`config.mk`:
```
export PLATFORM = sky130hd
export DESIGN_NAME = bl_mask_burst_seq_flat
export DESIGN_NICKNAME = d
export VERILOG_FILES = /design/src/rtl/bl_mask_pkg.sv /design/src/rtl/bl_mask_if.sv /design/src/rtl/bl_mask_burst_seq_decode.sv /design/src/rtl/bl_mask_burst_seq.sv /design/src/flat_wrapper.sv
export SDC_FILE = /design/constraint.sdc
export NUM_CORES = 1
export LEC_CHECK = 0
export ABC_CLOCK_PERIOD_IN_PS = 3600
export CORE_ASPECT_RATIO = 0.6
export CORE_MARGIN = 2
export CORE_UTILIZATION = 35
export CTS_BUF_LIST = sky130_fd_sc_hd__clkbuf_16
export CTS_CLUSTER_DIAMETER = 50
export DETAILED_ROUTE_END_ITERATION = 10
export GPL_TIMING_DRIVEN = 1
export PLACE_DENSITY_LB_ADDON = 0.25
export SLEW_MARGIN = 5
export SYNTH_ARGS = -nofsm -noshare
export SYNTH_HDL_FRONTEND = slang
export SYNTH_SLANG_ARGS = --single-unit
```
`constraint.sdc`:
```
create_clock -name clk -period 3.6 [get_ports clk]
set_input_delay 1.08 -clock clk [delete_from_list [all_inputs] [get_ports clk]]
set_output_delay 1.08 -clock clk [all_outputs]
set_load 0.02 [all_outputs]
```
`src/rtl/bl_mask_pkg.sv`:
```
// bl_mask_pkg: shared defaults, derived widths, sequencer state type and word-width helper
package bl_mask_pkg;
  localparam int DEF_BL_WIDTH = 32;
  localparam int DEF_MIN_WORD = 8;
  localparam int DEF_LEN_W = 4;
  localparam int DEF_ADDR_W = $clog2(DEF_BL_WIDTH / DEF_MIN_WORD);
  localparam int DEF_CONF_W = $clog2(DEF_ADDR_W + 1);
  localparam int DEF_MAX_CONF = DEF_ADDR_W;
  typedef enum logic {IDLE, BURST} state_t;
  function automatic int word_w(input int bl, input int k);
    return bl >> k;
  endfunction
endpackage

```
`src/rtl/bl_mask_if.sv`:
```
// bl_mask_if: request stream in, bitline-mask beat stream out; slave = sequencer, master = requester/consumer
// Signals: req_valid/req_ready/req_addr/req_conf/req_len[/req_gmask], mask_valid/mask_ready/bl_mask/mask_idx/mask_last/mask_row_inc, cfg_err
// Optional req_gmask exists only with BL_MASK_GRAN_WMASK_EN defined
interface bl_mask_if #(
  parameter int BL_WIDTH = bl_mask_pkg::DEF_BL_WIDTH,
  parameter int MIN_WORD = bl_mask_pkg::DEF_MIN_WORD,
  parameter int LEN_W = bl_mask_pkg::DEF_LEN_W
);
  localparam int ADDR_W = $clog2(BL_WIDTH / MIN_WORD);
  localparam int CONF_W = $clog2(ADDR_W + 1);
  localparam int G = BL_WIDTH / MIN_WORD;
  logic req_valid, req_ready;
  logic [ADDR_W-1:0] req_addr;
  logic [CONF_W-1:0] req_conf;
  logic [LEN_W-1:0] req_len;
`ifdef BL_MASK_GRAN_WMASK_EN
  logic [G-1:0] req_gmask;
`endif
  logic mask_valid, mask_ready, mask_last, mask_row_inc, cfg_err;
  logic [BL_WIDTH-1:0] bl_mask;
  logic [ADDR_W-1:0] mask_idx;
  modport master(
`ifdef BL_MASK_GRAN_WMASK_EN
    output req_gmask,
`endif
    output req_valid, req_addr, req_conf, req_len, mask_ready,
    input req_ready, mask_valid, bl_mask, mask_idx, mask_last, mask_row_inc, cfg_err
  );
  modport slave(
`ifdef BL_MASK_GRAN_WMASK_EN
    input req_gmask,
`endif
    input req_valid, req_addr, req_conf, req_len, mask_ready,
    output req_ready, mask_valid, bl_mask, mask_idx, mask_last, mask_row_inc, cfg_err
  );
endinterface

```
`src/rtl/bl_mask_burst_seq_decode.sv`:
```
// bl_mask_decode: combinational (idx, k[, gmask]) -> bitline mask with ones at [idx*W +: W], W = BL_WIDTH>>k
// Ports: idx (sub-word index), k (width config, assumed legal), gmask (granule enables, BL_MASK_GRAN_WMASK_EN only), mask (out)
module bl_mask_decode import bl_mask_pkg::*; #(
  parameter int BL_WIDTH = DEF_BL_WIDTH,
  parameter int MIN_WORD = DEF_MIN_WORD,
  localparam int ADDR_W = $clog2(BL_WIDTH / MIN_WORD),
  localparam int CONF_W = $clog2(ADDR_W + 1),
  localparam int G = BL_WIDTH / MIN_WORD,
  localparam int GW = $clog2(G)
) (
  input logic [ADDR_W-1:0] idx,
  input logic [CONF_W-1:0] k,
`ifdef BL_MASK_GRAN_WMASK_EN
  input logic [G-1:0] gmask,
`endif
  output logic [BL_WIDTH-1:0] mask
);
  int w, base;
  always_comb begin
    w = word_w(BL_WIDTH, int'(k));
    base = int'(idx) * w;
    mask = '0;
    for (int b = 0; b < BL_WIDTH; b++)
`ifdef BL_MASK_GRAN_WMASK_EN
      mask[b] = b >= base && b < base + w && gmask[GW'((b - base) / MIN_WORD)];
`else
      mask[b] = b >= base && b < base + w;
`endif
  end
endmodule

```
`src/rtl/bl_mask_burst_seq.sv`:
```
// bl_mask_burst_seq: registered burst sequencer emitting one bitline mask per beat for the SRAM column path
// Ports: clk, rst_n (async active-low), bus (bl_mask_if.slave: request in, mask beats out, cfg_err pulse)
// Option: BL_MASK_GRAN_WMASK_EN adds per-granule write mask req_gmask, latched per burst
module bl_mask_burst_seq import bl_mask_pkg::*; #(
  parameter int BL_WIDTH = DEF_BL_WIDTH,
  parameter int MIN_WORD = DEF_MIN_WORD,
  parameter int LEN_W = DEF_LEN_W
) (
  input logic clk,
  input logic rst_n,
  bl_mask_if.slave bus
);
  localparam int ADDR_W = $clog2(BL_WIDTH / MIN_WORD);
  localparam int CONF_W = $clog2(ADDR_W + 1);
  localparam int MAX_CONF = ADDR_W;
  localparam int G = BL_WIDTH / MIN_WORD;
  state_t state;
  logic [CONF_W-1:0] k_q, nk;
  logic [LEN_W-1:0] cnt;
  logic [ADDR_W-1:0] nidx, amask;
  logic [BL_WIDTH-1:0] nmask;
  logic adv, acc, legal, ld;
`ifdef BL_MASK_GRAN_WMASK_EN
  logic [G-1:0] gmask_q, ngmask;
  assign ngmask = ld ? bus.req_gmask : gmask_q;
`endif
  assign adv = bus.mask_valid && bus.mask_ready;
  assign bus.req_ready = rst_n && (state == IDLE || (adv && bus.mask_last));
  assign acc = bus.req_valid && bus.req_ready;
  assign legal = bus.req_conf <= CONF_W'(MAX_CONF);
  assign ld = acc && legal;
  // nidx/nk describe whichever beat is shown next: a fresh beat 0 or the successor of the current beat
  assign nk = ld ? bus.req_conf : k_q;
  assign amask = ADDR_W'((1 << nk) - 1);
  assign nidx = (ld ? bus.req_addr : bus.mask_idx + 1'b1) & amask;
  bl_mask_decode #(.BL_WIDTH(BL_WIDTH), .MIN_WORD(MIN_WORD)) u_dec (
    .idx(nidx),
    .k(nk),
`ifdef BL_MASK_GRAN_WMASK_EN
    .gmask(ngmask),
`endif
    .mask(nmask)
  );
  always_ff @(posedge clk or negedge rst_n)
    if (!rst_n) begin
      state <= IDLE;
      k_q <= '0;
      cnt <= '0;
`ifdef BL_MASK_GRAN_WMASK_EN
      gmask_q <= '0;
`endif
      bus.mask_valid <= 1'b0;
      bus.bl_mask <= '0;
      bus.mask_idx <= '0;
      bus.mask_last <= 1'b0;
      bus.mask_row_inc <= 1'b0;
      bus.cfg_err <= 1'b0;
    end else begin
      bus.cfg_err <= acc && !legal;
      if (ld) begin
        state <= BURST;
        k_q <= bus.req_conf;
        cnt <= bus.req_len;
`ifdef BL_MASK_GRAN_WMASK_EN
        gmask_q <= bus.req_gmask;
`endif
        bus.mask_valid <= 1'b1;
        bus.bl_mask <= nmask;
        bus.mask_idx <= nidx;
        bus.mask_last <= bus.req_len == '0;
        bus.mask_row_inc <= nidx == amask;
      end else if (adv && bus.mask_last) begin
        state <= IDLE;
        bus.mask_valid <= 1'b0;
        bus.mask_last <= 1'b0;
        bus.mask_row_inc <= 1'b0;
      end else if (adv) begin
        cnt <= cnt - 1'b1;
        bus.bl_mask <= nmask;
        bus.mask_idx <= nidx;
        bus.mask_last <= cnt == LEN_W'(1);
        bus.mask_row_inc <= nidx == amask;
      end
    end
endmodule

```
`src/flat_wrapper.sv`:
```
// flat-port wrapper written by rule: the top's interface ports become plain ports
module bl_mask_burst_seq_flat import bl_mask_pkg::*;
#(
  parameter int BL_WIDTH = DEF_BL_WIDTH,
  parameter int MIN_WORD = DEF_MIN_WORD,
  parameter int LEN_W = DEF_LEN_W
)
  (clk, rst_n, bus_req_valid, bus_req_addr, bus_req_conf, bus_req_len, bus_mask_ready, bus_req_ready, bus_mask_valid, bus_bl_mask, bus_mask_idx, bus_mask_last, bus_mask_row_inc, bus_cfg_err);
  bl_mask_if #(.BL_WIDTH(BL_WIDTH), .MIN_WORD(MIN_WORD), .LEN_W(LEN_W)) bus_i ();
  input logic clk;
  input logic rst_n;
  input wire logic [$bits(bus_i.req_valid)-1:0] bus_req_valid;
  input wire logic [$bits(bus_i.req_addr)-1:0] bus_req_addr;
  input wire logic [$bits(bus_i.req_conf)-1:0] bus_req_conf;
  input wire logic [$bits(bus_i.req_len)-1:0] bus_req_len;
  input wire logic [$bits(bus_i.mask_ready)-1:0] bus_mask_ready;
  output wire logic [$bits(bus_i.req_ready)-1:0] bus_req_ready;
  output wire logic [$bits(bus_i.mask_valid)-1:0] bus_mask_valid;
  output wire logic [$bits(bus_i.bl_mask)-1:0] bus_bl_mask;
  output wire logic [$bits(bus_i.mask_idx)-1:0] bus_mask_idx;
  output wire logic [$bits(bus_i.mask_last)-1:0] bus_mask_last;
  output wire logic [$bits(bus_i.mask_row_inc)-1:0] bus_mask_row_inc;
  output wire logic [$bits(bus_i.cfg_err)-1:0] bus_cfg_err;
  assign bus_i.req_valid = bus_req_valid;
  assign bus_i.req_addr = bus_req_addr;
  assign bus_i.req_conf = bus_req_conf;
  assign bus_i.req_len = bus_req_len;
  assign bus_i.mask_ready = bus_mask_ready;
  assign bus_req_ready = bus_i.req_ready;
  assign bus_mask_valid = bus_i.mask_valid;
  assign bus_bl_mask = bus_i.bl_mask;
  assign bus_mask_idx = bus_i.mask_idx;
  assign bus_mask_last = bus_i.mask_last;
  assign bus_mask_row_inc = bus_i.mask_row_inc;
  assign bus_cfg_err = bus_i.cfg_err;
  bl_mask_burst_seq #(.BL_WIDTH(BL_WIDTH), .MIN_WORD(MIN_WORD), .LEN_W(LEN_W)) u_core (.clk(clk), .rst_n(rst_n), .bus(bus_i));
endmodule
```
==> results of run 1 <==
==> worst min path at each step <==
stage | to | slack [ps] | depth (start not counted)
6_report | u_core.bus.bl_mask[31] | 480 | 2
5_1_grt | u_core.bus.bl_mask[28] | 510 | 2
4_1_cts | u_core.cnt[3] | 490 | 1
3_5_place_dp | u_core.cnt[3] | 470 | 1
3_3_place_gp | u_core.cnt[3] | 460 | 1
2_1_floorplan | u_core.cnt[3] | 450 | 1
==> cell usage after synthesis (3+ instances only) <==
| cell | n |
|---|---|
| a21oi_1 | 26 |
| a31oi_1 | 5 |
| buf_4 | 14 |
| dfrtp_1 | 31 |
| ha_1 | 8 |
| inv_1 | 10 |
| nand2_1 | 23 |
| nand3_1 | 3 |
| nor2_1 | 11 |
| nor3_1 | 6 |
| nor4_1 | 3 |
| o211ai_1 | 4 |
| o21ai_0 | 16 |
| o21ai_1 | 3 |
| xor2_1 | 3 |
==> registers in the layout, summed over array words and instances (netlist names) <==
name,cells
u_core.bus.mask_idx,2
u_core.bus.mask_row_inc,1
u_core.bus.bl_mask,19
u_core.bus.mask_last,1
u_core.cnt,4
u_core.bus.cfg_err,1
u_core.bus.mask_valid,1
u_core.k_q,2
==> power by group <==
| group | internal [mW] | leakage [nW] | switching, mW |
|---|---|---|---|
| combinational | 1.16 | 0.835 | 1.25 |
| sequential | 0.487 | 0.400 | 0.138 |
| clock | 0.249 | 0.0762 | 0.143 |
==> per-layer routing <==
metal	wire, um	vias to the layer above	GRT usage
met5	0	-	0
met4	47	0	0.0607
met3	329	4	0.0481
li1	-	922	-
met1	2910	891	0.281
met2	2230	51	0.256
==> worst max-delay path: cells and delay by family <==
kind / cells / cell delay (ps)
buffers and inverters: 3 / 400
and+or+nand+nor: 7 / 910
AOI/OAI and AO/OA: 3 / 550
adders and majority gates: 2 / 860
==> layout make-up <==
class                   count  area, um2
multi-input cells         153       1210
inverters                  10       40.0
fillers                   485       2370
repair buffers             97        872
flip-flops and latches     31        776
well taps                  69       86.3
clock inverters             3       12.5
clock buffers               5        125
==> metrics by stage <==
step           std cells  worst slack [ps]   util  setup TNS [ps]
3_3_place_gp         345              -807  0.493          -13500
5_1_grt              368              -151  0.569           -2260
4_1_cts              365              -145  0.558           -2510
2_1_floorplan        213              -122      -           -1300
6_report             368             -25.9  0.569           -92.6
3_5_place_dp         345              -826  0.493          -14570
==> placed cells by master, fill, tap and decap left out, types with 3 or more instances in the layout <==
| cell | instances |
|---|---|
| nor2_1 | 9 |
| dfrtp_1 | 31 |
| clkbuf_16 | 5 |
| a31oi_2 | 3 |
| inv_1 | 10 |
| nor3_1 | 4 |
| clkdlybuf4s50_1 | 45 |
| o21ai_2 | 5 |
| buf_4 | 42 |
| o21ai_1 | 6 |
| o21ai_0 | 9 |
| o211ai_1 | 4 |
| ha_1 | 5 |
| buf_6 | 5 |
| nand2_1 | 20 |
| nand2_2 | 3 |
| a21oi_1 | 24 |
==> repair_timing <==
action,CTS,global route
gates resized for setup,44,25
gates cloned,2,0
setup buffers,10,6
pin swaps,19,23
setup endpoints to repair,20,19
==> kinds of logic (layout without fill, tap and decap cells) <==
family / count (synthesis) / after routing / share of synthesized area
compound gates: 70 / 70 / 0.230
xor+xnor: 5 / 5 / 0.0224
fa+ha+maj: 10 / 10 / 0.0716
buf+inv: 29 / 115 / 0.0908
flops: 31 / 31 / 0.396
mux: 2 / 2 / 0.0166
other cells: 1 / 2 / 0.00192
simple gates: 64 / 64 / 0.170
==> flow_summary.json, run 1 <==
{
  "synth_edf_count": 0,
  "rr_startpoint": "u_core.bus.mask_last",
  "slew_headroom": 0.517,
  "yosysSeqAreaShare": 0.396,
  "worst-r2r-cell-count": 13,
  "cts_root_buf": "clkbuf_16",
  "num_antenna_cells": 0,
  "violations": "setup timing",
  "fmax_ghz": 0.276,
  "grt_max_degree": 24,
  "synthCells": 212,
  "ant_nets": 0,
  "p_total_mw": 3.42,
  "routed_wl_um": 5520,
  "area_delta_synth_final_pct": 59.6,
  "rrSetupSlack_ps": 380,
  "async_reset_ff_frac": 1.00,
  "h-tree-depth": 2,
  "gp_congestion": 0.846,
  "cap_violations": 0,
  "clockBufferDepth": 2,
  "critPathKind": "in -> reg",
  "post_drt_wl_per_cell_um": 15.0,
  "die_h_um": 61.9,
  "slew_viol_final": 0,
  "numCtsBuffers": 5,
  "worst_slew_pin_slew_ps": 722,
  "cts_tree": "yes",
  "synth_area_leaders": "dfrtp_1 (40%), a21oi_1 (6.6%), buf_4 (5.4%), ha_1 (5.1%), nand2_1 (4.4%)",
  "hp-class": "reg -> reg",
  "fin_skew_ps": 5.01,
  "synth-seq-cells": 31,
  "grt_pass1_vias": 1768,
  "whs_ps": 485,
  "syn_area_mm2": 0.00196,
  "grt_pass1_wl_um": 8740,
  "status": "complete, but fails checks",
  "clock_latency_ps": 270,
  "coreArea_mm2": 0.00549,
  "min_from": "u_core.bus.bl_mask[31]",
  "netlist.area_leader.share": 0.396,
  "grt_usage": 0.186,
  "ioPinCount": 51,
  "drc_errors": 0,
  "p_leak_nw": 1.31,
  "antenna_found_initial": 0,
  "p_per_area_mw_per_mm2": 1100,
  "cp.arrival_ps": 3800,
  "slowest_stage": "fa_1",
  "initial_core_util": 0.356,
  "die_w_um": 101,
  "cp-end-kind": "flip-flop",
  "worstSetupStartpoint": "bus_mask_ready",
  "startpoint_type": "input pin",
  "numClockSinks": 31,
  "dieArea_mm2": 0.00622,
  "fin_crit_sh": 1.01,
  "synth_area_leader_cell": "dfrtp_1",
  "required_ps": 3780,
  "placed_cell_area_mm2": 0.00271,
  "row_count": 21,
  "worstPathMaxFanout": 8,
  "critical_path.max_stage_delay_ps": 510,
  "dp_hpwl_um": 3730,
  "io_buffers": 50,
  "ys_warn_count": 0,
  "nets": 320,
  "cp-endpoint": "u_core.bus.bl_mask[19]",
  "vias_per_cell": 5.08,
  "ys_types": 53,
  "timing.rr.end": "u_core.bus.bl_mask[19]",
  "initialDrtViolationCount": 81,
  "firstDrtPassIters": 4,
  "ir_drop_v": 0.000456,
  "postCtsHoldBufs": 0,
  "setup_violations": 8,
  "clk_pin_slew_ps": 50,
  "setup_slack_ps": -25.9,
  "rsz0062_at_grt": "true",
  "hold_viol": 0,
  "finalCriticalPeriod_ps": 3630,
  "syn_avg_cell_area_um2": 9.23,
  "final_cell_area_mm2": 0.00312,
  "drive_gt1_frac": 0.341,
  "path_cells": "buf_8 -> a21bo_4 -> buf_12 -> nand3_4 -> nand2_1 -> o211ai_1 -> nor2_1 -> ha_1 -> nand2_2 -> fa_1 -> nand2_2 -> buf_4 -> or2_2 -> nand4bb_1 -> o211ai_1",
  "vias": 1868,
  "yosys_most_used_dff": "dfrtp_1",
  "grt_overflow": 0
}
Power figures use the tool's default switching activity.
==> run 2: changes to the inputs <==
ABC_CLOCK_PERIOD_IN_PS = 4600   (was 3600)
CORE_UTILIZATION = 52   (was 35)
SLEW_MARGIN = unset   (was 5)
clock period = 4.6 ns   (was 3.6 ns; I/O delays follow)
==> flow_summary.json, run 2 (synthesized netlist as in run 1, its figures left out) <==
{
  "regMostFlops": "u_core.bus.bl_mask",
  "largest_register_ffs": 19,
  "reg_top3": "u_core.bus.bl_mask: 19 flops, u_core.cnt: 4 flops",
  "final_cell_mix": "clkdlybuf4s50_1 (48), dfrtp_1 (31), buf_4 (28)",
  "critPathKind": "in -> reg",
  "initial_core_util": 0.538,
  "postCtsHoldBufs": 0,
  "finalCriticalPeriod_ps": 4340,
  "slew_viol_final": 0,
  "dp_slack_ps": -169,
  "stdcell_count": 328,
  "grt_usage": 0.274,
  "setup_slack_ps": 259,
  "clk_pin_slew_ps": 50,
  "slew_headroom": 0.633,
  "numClockSinks": 31,
  "row_count": 17,
  "fin_crit_sh": 0.944,
  "cp.arrival_ps": 4490,
  "grt_max_degree": 38,
  "drive_gt1_frac": 0.192,
  "cp-end-kind": "flip-flop",
  "worst_slew_pin_slew_ps": 547,
  "worst-r2r-cell-count": 15,
  "routed_wl_um": 5530,
  "initialDrtViolationCount": 126,
  "final_cell_area_mm2": 0.00282,
  "setup_violations": 0,
  "firstDrtPassIters": 7,
  "clock_latency_ps": 280,
  "p_per_area_mw_per_mm2": 876,
  "placed_cell_area_mm2": 0.00260,
  "rsz0062_at_grt": "false",
  "status": "finished, final reports clean",
  "ant_nets": 0,
  "cap_violations": 0,
  "dp_cells": 319,
  "ioPinCount": 51,
  "cts_root_buf": "clkbuf_16",
  "numCtsBuffers": 5,
  "gp_congestion": 0.866,
  "hp-class": "reg -> reg",
  "nets": 302,
  "worstPathMaxFanout": 5,
  "grt_overflow": 0,
  "area_delta_synth_final_pct": 44.2,
  "grt_pass1_vias": 1833,
  "dieArea_mm2": 0.00429,
  "final_common_cell": "clkdlybuf4s50_1",
  "die_h_um": 51.5,
  "startpoint_type": "input pin",
  "die_w_um": 83.2,
  "final_util": 0.776,
  "ir_drop_v": 0.000491,
  "cts_tree": "yes",
  "drc_errors": 0,
  "grt_pass1_wl_um": 9000,
  "num_antenna_cells": 0,
  "hold_viol": 0,
  "fmax_ghz": 0.230,
  "dp_hpwl_um": 3860,
  "vias": 1909,
  "whs_ps": 480,
  "holdPathStages": 1,
  "fin_skew_ps": 2.95,
  "coreArea_mm2": 0.00364,
  "p_leak_nw": 1.22,
  "post_drt_wl_per_cell_um": 16.9,
  "h-tree-depth": 2,
  "antenna_found_initial": 0,
  "nFillCells": 239,
  "vias_per_cell": 5.82,
  "io_buffers": 50,
  "clockBufferDepth": 2,
  "required_ps": 4750
}
-- run 2: changes by cell type in the layout (fill, tap and decap cells not counted), sizes merged --
cell	previous run	this run
clkbuf	6	5
clkinv	1	2
buf	51	29
dlymetal6s2s	0	2
clkdlybuf4s50	45	48
inv	12	10
bufinv	0	1
-- run 2: final cells by class --
cell class                 count  area, um2  area share
multi-input combinational    153       1050       0.372
sequential                    31        776       0.275
timing repair buffer          79        736       0.261
clock buffer                   5        125      0.0443
tap                           47       58.8      0.0208
clock inverter                 3       38.8      0.0137
inverter                      10       37.5      0.0133
-- run 2: metal layers --
layer	wire length, um	global-route usage	part of all wire	vias to the layer above
li1	-	-	-	884
met1	2650	0.401	0.48	901
met2	2350	0.407	0.43	108
met3	436	0.0635	0.079	16
met4	91	0.0820	0.016	0
met5	0	0	0	-
-- run 2: final timing paths --
check / start / endpoint / slack [ps]
max: bus_req_valid / u_core.bus.bl_mask[23] / 260
min: u_core.cnt[3] / u_core.cnt[3] / 480
max reg2reg: u_core.bus.mask_last / u_core.bus.bl_mask[23] / 1300
min reg2reg: u_core.cnt[3] / u_core.cnt[3] / 480
max in group asynchronous: rst_n / u_core.bus.bl_mask[28] / 3020
min in group asynchronous: rst_n / u_core.bus.mask_valid / 1160
-- run 2: report_power, final --
part | internal (mW) | switching, mW
Combinational | 0.742 | 0.872
Clock | 0.252 | 0.119
Sequential | 0.381 | 0.106
-- run 2: timing repair --
| action | 4_1_cts | 5_1_grt |
|---|---|---|
| setup endpoints to repair | 2 | 19 |
| pin swaps | 0 | 3 |
| resized for setup | 1 | 11 |
| setup buffers | 0 | 1 |
-- run 2: critical path, cell delays in order --
cell,delay [ps]
clkdlybuf4s50_1,530
and2_2,170
nand3_1,180
o211ai_1,320
nor2_1,110
ha_1,400
inv_1,100
fa_1,420
xor2_1,220
nor2_1,90
nor4bb_1,130
buf_4,160
a21oi_1,150
o21ai_0,120
-- run 2: stage by stage --
stage / total power, mW / TNS [ps]
floorplan: 1.39 / 0
global placement: 1.94 / -157
detailed placement: 1.99 / -2280
CTS: 2.39 / 0
global route: 2.63 / 0
finish: 2.47 / 0
==> run 3: changes to the inputs <==
GPL_TIMING_DRIVEN = 0   (was 1)
==> flow_summary.json, run 3 (synthesized netlist as in run 1, its figures left out) <==
{
  "die_w_um": 83.2,
  "num_antenna_cells": 0,
  "coreArea_mm2": 0.00364,
  "hold_viol": 0,
  "area_delta_synth_final_pct": 49.4,
  "ioPinCount": 51,
  "grt_max_degree": 37,
  "postCtsHoldBufs": 0,
  "numClockSinks": 31,
  "setup_violations": 6,
  "hp-class": "reg -> reg",
  "grt_overflow": 0,
  "final_cell_mix": "clkdlybuf4s50_1 (47), dfrtp_1 (31), buf_4 (27)",
  "power_frac_clock": 0.119,
  "numCtsBuffers": 5,
  "ant_nets": 0,
  "seq_power_share": 0.191,
  "finalCriticalPeriod_ps": 4630,
  "vias_per_cell": 5.92,
  "internal_power_mw": 1.40,
  "cp.arrival_ps": 4770,
  "p_switching_mw": 1.17,
  "vias": 1965,
  "startpoint_type": "input pin",
  "drive_gt1_frac": 0.228,
  "gp_congestion": 0.909,
  "slew_headroom": 0.569,
  "status": "complete, but fails checks",
  "dp_slack_ps": -676,
  "dp_hpwl_um": 3500,
  "final_common_cell": "clkdlybuf4s50_1",
  "p_comb_frac": 0.690,
  "routed_wl_um": 5930,
  "cap_violations": 0,
  "stdcell_count": 332,
  "clock_latency_ps": 280,
  "cp-end-kind": "flip-flop",
  "regMostFlops": "u_core.bus.bl_mask",
  "swShare": 0.457,
  "grt_pass1_wl_um": 8140,
  "die_h_um": 51.5,
  "critPathKind": "in -> reg",
  "io_buffers": 50,
  "firstDrtPassIters": 6,
  "violations": "setup timing",
  "setup_slack_ps": -30.2,
  "fin_skew_ps": 1.75,
  "worstPathMaxFanout": 6,
  "cts_tree": "yes",
  "fin_crit_sh": 1.01,
  "reg_top3": "u_core.bus.bl_mask: 19 flops, u_core.cnt: 4 flops",
  "worst_slew_pin_slew_ps": 645,
  "dp_cells": 310,
  "required_ps": 4740,
  "drc_errors": 0,
  "grt_pass1_vias": 1742,
  "initialDrtViolationCount": 239,
  "dieArea_mm2": 0.00429,
  "antenna_found_initial": 0,
  "p_per_area_mw_per_mm2": 880,
  "post_drt_wl_per_cell_um": 17.9,
  "cts_root_buf": "clkbuf_16",
  "p_leak_nw": 1.25,
  "nets": 306,
  "clockBufferDepth": 2,
  "initial_core_util": 0.538,
  "slew_viol_final": 0,
  "grt_usage": 0.250,
  "fmax_ghz": 0.216,
  "clk_pin_slew_ps": 50,
  "ir_drop_v": 0.000510,
  "largest_register_ffs": 19,
  "row_count": 17,
  "final_util": 0.804,
  "h-tree-depth": 2
}
[run 3: path summary, 6_finish.rpt]
check / startpoint / end / slack [ps] / depth (start not counted)
worst max-delay path: bus_req_valid / u_core.bus.bl_mask[23] / -30 / 14
worst min-delay path: u_core.bus.bl_mask[28] / u_core.bus.bl_mask[28] / 480 / 2
worst max register to register: u_core.bus.mask_last / u_core.bus.bl_mask[23] / 910 / 15
worst min register to register: u_core.bus.bl_mask[28] / u_core.bus.bl_mask[28] / 480 / 2
max in group asynchronous: rst_n / u_core.bus.mask_idx[0] / 3240 / 1
min in group asynchronous: rst_n / u_core.cnt[2] / 1040 / 1
[run 3: power by group through the flow]
| stage | logic [mW] | clock network (mW) | registers [mW] |
|---|---|---|---|
| 6_report | 1.78 | 0.307 | 0.490 |
| 5_1_grt | 1.89 | 0.325 | 0.501 |
| 4_1_cts | 1.56 | 0.308 | 0.484 |
| 3_5_place_dp | 1.34 | 0 | 0.485 |
| 3_3_place_gp | 1.31 | 0 | 0.482 |
| 2_1_floorplan | 0.835 | 0 | 0.555 |
[run 3: routing by layer]
metal | GRT usage | part of all wire
met5 | 0 | 0
met2 | 0.368 | 0.44
met1 | 0.339 | 0.42
met4 | 0.115 | 0.026
met3 | 0.0841 | 0.11
[run 3: critical path, stage by stage]
cell	delay [ps]
clkdlybuf4s50_1	540
and2_4	230
nand3_4	140
o211ai_1	340
nor2_1	120
ha_1	370
nand2_1	110
fa_1	600
nand2_4	100
nor3_4	180
o21ai_2	90
mux2i_4	290
buf_6	160
o21ai_0	110
[run 3: final cells by class]
cell class / count / area (um2)
repair buffers: 64 / 616
clock buffers: 5 / 125
flip-flops and latches: 31 / 776
clock inverters: 3 / 11.3
inverters: 10 / 37.5
plain buffers: 19 / 140
multi-input cells: 153 / 1160
well taps: 47 / 58.8
fillers: 218 / 714
[run 3: timing repair]
item                       4_1_cts  5_1_grt
gates resized for setup         14       22
pin swaps                        5        8
hold endpoints to repair         0        0
gates cloned                     0        1
setup endpoints to repair       19       19
buffers inserted                 7        6
[run 3: per-stage QoR]
step                      hold slack, ps  area [um2]  setup TNS [ps]  total power [mW]
after floorplan                      450        1960               0              1.39
after global placement               463        2520          -30150              1.79
after detailed placement             472        2510          -11660              1.82
after CTS                            482        2780               0              2.35
after global routing                 510        2920           -2780              2.72
final                                476        2920           -76.0              2.57
==> RTL edit 1, RTL diff (settings of run 3) <==
The package constant `DEF_LEN_W` goes from 4 to 2.
--- a/src/rtl/bl_mask_pkg.sv
+++ b/src/rtl/bl_mask_pkg.sv
@@ -4,3 +4,3 @@
   localparam int DEF_MIN_WORD = 8;
-  localparam int DEF_LEN_W = 4;
+  localparam int DEF_LEN_W = 2;
   localparam int DEF_ADDR_W = $clog2(DEF_BL_WIDTH / DEF_MIN_WORD);
Interface: changed (resized bus_req_len); port bits go from 51 to 49. The function was not compared with the original's and may differ.
==> RTL edit 1 against run 3 <==
  * Sequential share of layout area is 0.98 points lower
  * Wire length is 1.6% higher
  * Setup slack better by 140 ps
  * Register-to-register slack worse by 40 ps
  * Die area is 7.5% lower
  * Critical path type unchanged
  * Synthesized area is 8.0% lower
  * Core utilization is 6.1 points higher
  * Total power is 12% lower
  * Design area is 2.9% lower
  * Sequential cell count is 2 lower
  * Cell count is 4.8% lower
  * Critical endpoint is now u_core.bus.bl_mask[22]
==> RTL edit 1: results (changes against run 3) <==
status = complete, no violations
vias in the first global route = 1812 (+4.0%)
max incr delay on CP = 560 ps (-40 ps)
FILL cells = 152 (-30%)
Main synth FF type = dfrtp_1
post-synthesis compound-gate area fraction = 20.6% (-2.4 points)
Non-clock buffer share = 25.1% (-0.78 points)
leakage power = 1.24 nW (-1.1%)
gr usage total = 30.5% (+5.4 points)
Metal-1 WL = 2460 um (-2.3%)
P_int = 1.20 mW (-14%)
Unique masters post-synth = 40 (-25%)
reg-to-reg critical path startpoint = u_core.bus.mask_last
CP delay by family, top = compound AO/OA/AOI/OAI gates
Post-CTS Resized = 46 (+32)
Worst-Margin Slew = 954 ps (+309 ps)
clock group power = 0.295 mW (-4%)
P_seq = 0.457 mW (-6.7%)
count of plain and timing-repair buffers = 78 (-6.0%)
met3 routed WL = 676 um (+2.3%)
Vias/cell = 6.04 (+2.1%)
Peak VDD IR = 0.409 mV (-20%)
hold path endpoint = u_core.bus.bl_mask[7]
adder-cell share of the synthesized area = 8.48% (+1.3 points)
hold_sp = u_core.bus.bl_mask[7]
Layout Skew = 1.90 ps (+0.149 ps)
Area after DPL = 2340 um^2 (-6.8%)
slowest CP cell = a2111o_1
final wirelength = 6020 um (+1.6%)
ClkCell Share = 4.67% (+0.0056 points)
nets = 292 (-4.6%)
drt initial violations = 190 (-21%)
met1 Usage GRT = 39.0% (+5.1 points)
xor and xnor area share after synthesis = 1.95% (-0.29 points)
crit path DAT = 4630 ps (-140 ps)
critical path startpoint = rst_n
GRT met2 Usage = 46.7% (+9.8 points)
max reg flops = 19 (unchanged)
Synth top cells by count = 29 x dfrtp_1, 27 x nand2_1, 16 x o21ai_0
multi-input gate count = 147 (-3.9%)
GPL Wtd Cong = 0.909 (about the same)
IO Port Bufs = 48 (-4.0%)
register area share after synthesis = 40.3% (+0.66 points)
die width = 80.0 um (-3.9%)
post-DP HPWL = 3380 um (-3.4%)
Seq. cell area = 726 um^2 (-6.5%)
EDFF count, synth = 0 (unchanged)
number of sequential cells = 29 (-6.5%)
met3 GRT Util = 10.6% (+2.2 points)
Synth area leaders = dfrtp_1 40%, ha_1 6.3%, nand2_1 5.6%
1st-pass router iterations = 5 (-1)
multiplexer area fraction after synthesis = 1.67% (+0.0054 points)
R2R Setup Slk = 870 ps (-40 ps)
Initial Util = 54.8% (+1.0 points)
multi-input gate share of total cell area = 41.4% (+1.7 points)
==> RTL edit 1: cell count changes in the layout (fill, tap and decap cells not counted), moves of 3 or more <==
| cell | run 3 | this run |
|---|---|---|
| a21o_1 | 1 | 4 |
| a21oi_1 | 26 | 8 |
| a22oi_1 | 0 | 7 |
| a31oi_1 | 5 | 1 |
| buf_4 | 27 | 23 |
| clkbuf_2 | 0 | 4 |
| clkdlybuf4s50_1 | 47 | 43 |
| nand2_1 | 21 | 26 |
| nand3_1 | 1 | 8 |
| nor3_1 | 4 | 1 |
| o22ai_4 | 1 | 4 |
| o31ai_1 | 0 | 3 |
==> RTL edit 1: through the flow <==
step | std cells | setup slack [ps] | hold WS, ps | utilization [%]
4_1_cts | 310 | 10.5 | 483 | 82.7
6_report | 316 | 109 | 485 | 86.5
3_5_place_dp | 295 | -2290 | 473 | 71.4
3_3_place_gp | 295 | -2150 | 464 | 71.4
2_1_floorplan | 202 | 147 | 516 | -
5_1_grt | 316 | -28.4 | 509 | 86.5
==> RTL edit 2, RTL diff (config.mk and constraints of run 3) <==
Without the edit above. Make the reset (`rst_n`) synchronous in one clocked block. Comments in the files are not updated.
--- a/src/rtl/bl_mask_burst_seq.sv
+++ b/src/rtl/bl_mask_burst_seq.sv
@@ -43,3 +43,3 @@
   );
-  always_ff @(posedge clk or negedge rst_n)
+  always_ff @(posedge clk)
     if (!rst_n) begin
Check against the original RTL: differs if rst_n is asserted again (counterexample within 4 cycles, from zero or initial values and one cycle with rst_n low); with rst_n held inactive, the same outputs for 4 cycles.
==> RTL edit 2 against run 3 <==
  * The flow still finishes with violations (setup timing)
  * Design area is 7.4% higher
  * Wire length grew 38%
  * Setup slack got worse by 91 ps
  * Sequential cell count unchanged
  * Synthesized area grew 1.0%
  * Via count grew 25%
  * Critical path type unchanged
  * Critical endpoint is now u_core.bus.bl_mask[8]
  * Largest cell class unchanged
Power is not compared: it rests on default switching activity, and its combinational part moved more than twofold at a synthesized area within 25%.
==> RTL edit 2: results (changes against run 3) <==
first-pass GRT wire length = 10000 um (+23%)
FILL cells = 194 (-11%)
status = finished with violations
Setup WS post-layout = -122 ps (-91.3 ps)
Synth area leaders = dfxtp_1 31%, ha_1 6.3%, a21oi_1 5.3%
violated checks = setup timing
gr usage total = 30.0% (+5.0 points)
R2R cell count = 14 (-1)
Syn Inst Count = 236 (+11%)
pin count of the biggest net entering global routing = 11 (-70%)
hold_sp = u_core.bus.mask_row_inc
register area share after synthesis = 31.4% (-8.2 points)
placed cells = 335 (+8.1%)
TNS Setup = -714 ps (-638 ps)
Synth top cells by count = 31 x dfxtp_1, 22 x nand2_1, 21 x a21oi_1
TritonCTS Buffers = 5 (unchanged)
IO Port Bufs = 50 (unchanged)
nets = 346 (+13%)
final wirelength = 8200 um (+38%)
Area after DPL = 2550 um^2 (+1.5%)
Layout Skew = 4.33 ps (+2.58 ps)
layout cells sized above 1 = 28.5% (+5.7 points)
Vias/cell = 6.63 (+12%)
CP Max Fanout = 9 (+3)
hold path endpoint = u_core.bus.mask_row_inc
1st-pass router iterations = 5 (-1)
hold_ws = 478 ps (+2.63 ps)
Worst-Margin Slew = 856 ps (+211 ps)
Unique masters post-synth = 52 (-1.9%)
pwr/cell area = 309 nW/um^2
setup violators final = 17 (+11)
GPL Wtd Cong = 0.874 (-3.8%)
Async S/R FF share, synth = 0% (-100 points)
drt initial violations = 377 (+58%)
Hold Crit Class = flop to flop
non-filler cells, final = 370 (+11%)
vias in the first global route = 1995 (+15%)
R2R Setup Slk = 610 ps (-300 ps)
Place WS = -1150 ps (-478 ps)
reg-to-reg critical path startpoint = u_core.bus.mask_last
r2r endpoint = u_core.bus.bl_mask[8]
clock slew at reported path FFs = 50 ps (about the same)
crit path DAT = 4870 ps (+100 ps)
-- RTL edit 2: how the worst max path moves through the flow --
stage	slack (ps)	start	to
3_5_place_dp	-1150	rst_n	u_core.bus.bl_mask[27]
5_1_grt	-390	bus_mask_ready	u_core.bus.bl_mask[8]
2_1_floorplan	7	bus_mask_ready	u_core.bus.bl_mask[24]
4_1_cts	3	bus_req_conf[1]	u_core.bus.bl_mask[27]
3_3_place_gp	-1060	rst_n	u_core.bus.bl_mask[24]
6_report	-120	rst_n	u_core.bus.bl_mask[8]
-- RTL edit 2: repair_timing --
item / 4_1_cts / 5_1_grt
pin swaps: 6 / 18
endpoints found under the setup margin: 19 / 19
buffers inserted: 11 / 15
cloned: 1 / 0
hold buffers: 0 / 0
resized for setup: 36 / 33
-- RTL edit 2: critical path: stages --
cell,delay (ps)
buf_2,200
nand2_4,130
or3_4,360
clkbuf_8,160
a21oi_1,150
nor3b_2,290
ha_2,250
nand2_1,80
fa_1,510
inv_1,80
a2111oi_4,220
nand4_1,220
o2bb2ai_4,220
a2111oi_1,450
a21oi_1,160
-- RTL edit 2: power breakdown --
part	internal, mW	switching (mW)	leakage, nW
Clock	0.252	0.126	0.0812
Combinational	0.127	0.167	0.902
Sequential	0.282	0.0151	0.252
-- RTL edit 2: cells by family after synthesis --
| group | count (synthesis) | synth area share (%) |
|---|---|---|
| simple gates | 79 | 19.4 |
| compound gates | 75 | 28.5 |
| fa+ha+maj | 12 | 8.35 |
| flops | 31 | 31.4 |
| xor+xnor | 8 | 3.54 |
| buf+inv | 30 | 8.54 |
| other cells | 1 | 0.190 |
-- RTL edit 2: routing by layer --
metal | vias to the layer above | share of wire [%] | global-route usage (%)
li1 | 1024 | - | -
met1 | 1147 | 39 | 38.8
met2 | 223 | 43 | 46.9
met3 | 60 | 12 | 9.68
met4 | 0 | 6.2 | 12.6
met5 | - | 0 | 0
-- RTL edit 2: area by class of cell --
type,count,area share [%]
Tap cell,47,1.87
Inverter,10,1.20
Sequential cell,31,19.8
Buffer,20,4.86
Clock inverter,3,1.24
Timing Repair Buffer,77,21.8
Clock buffer,5,3.99
Multi-Input combinational cell,177,45.2
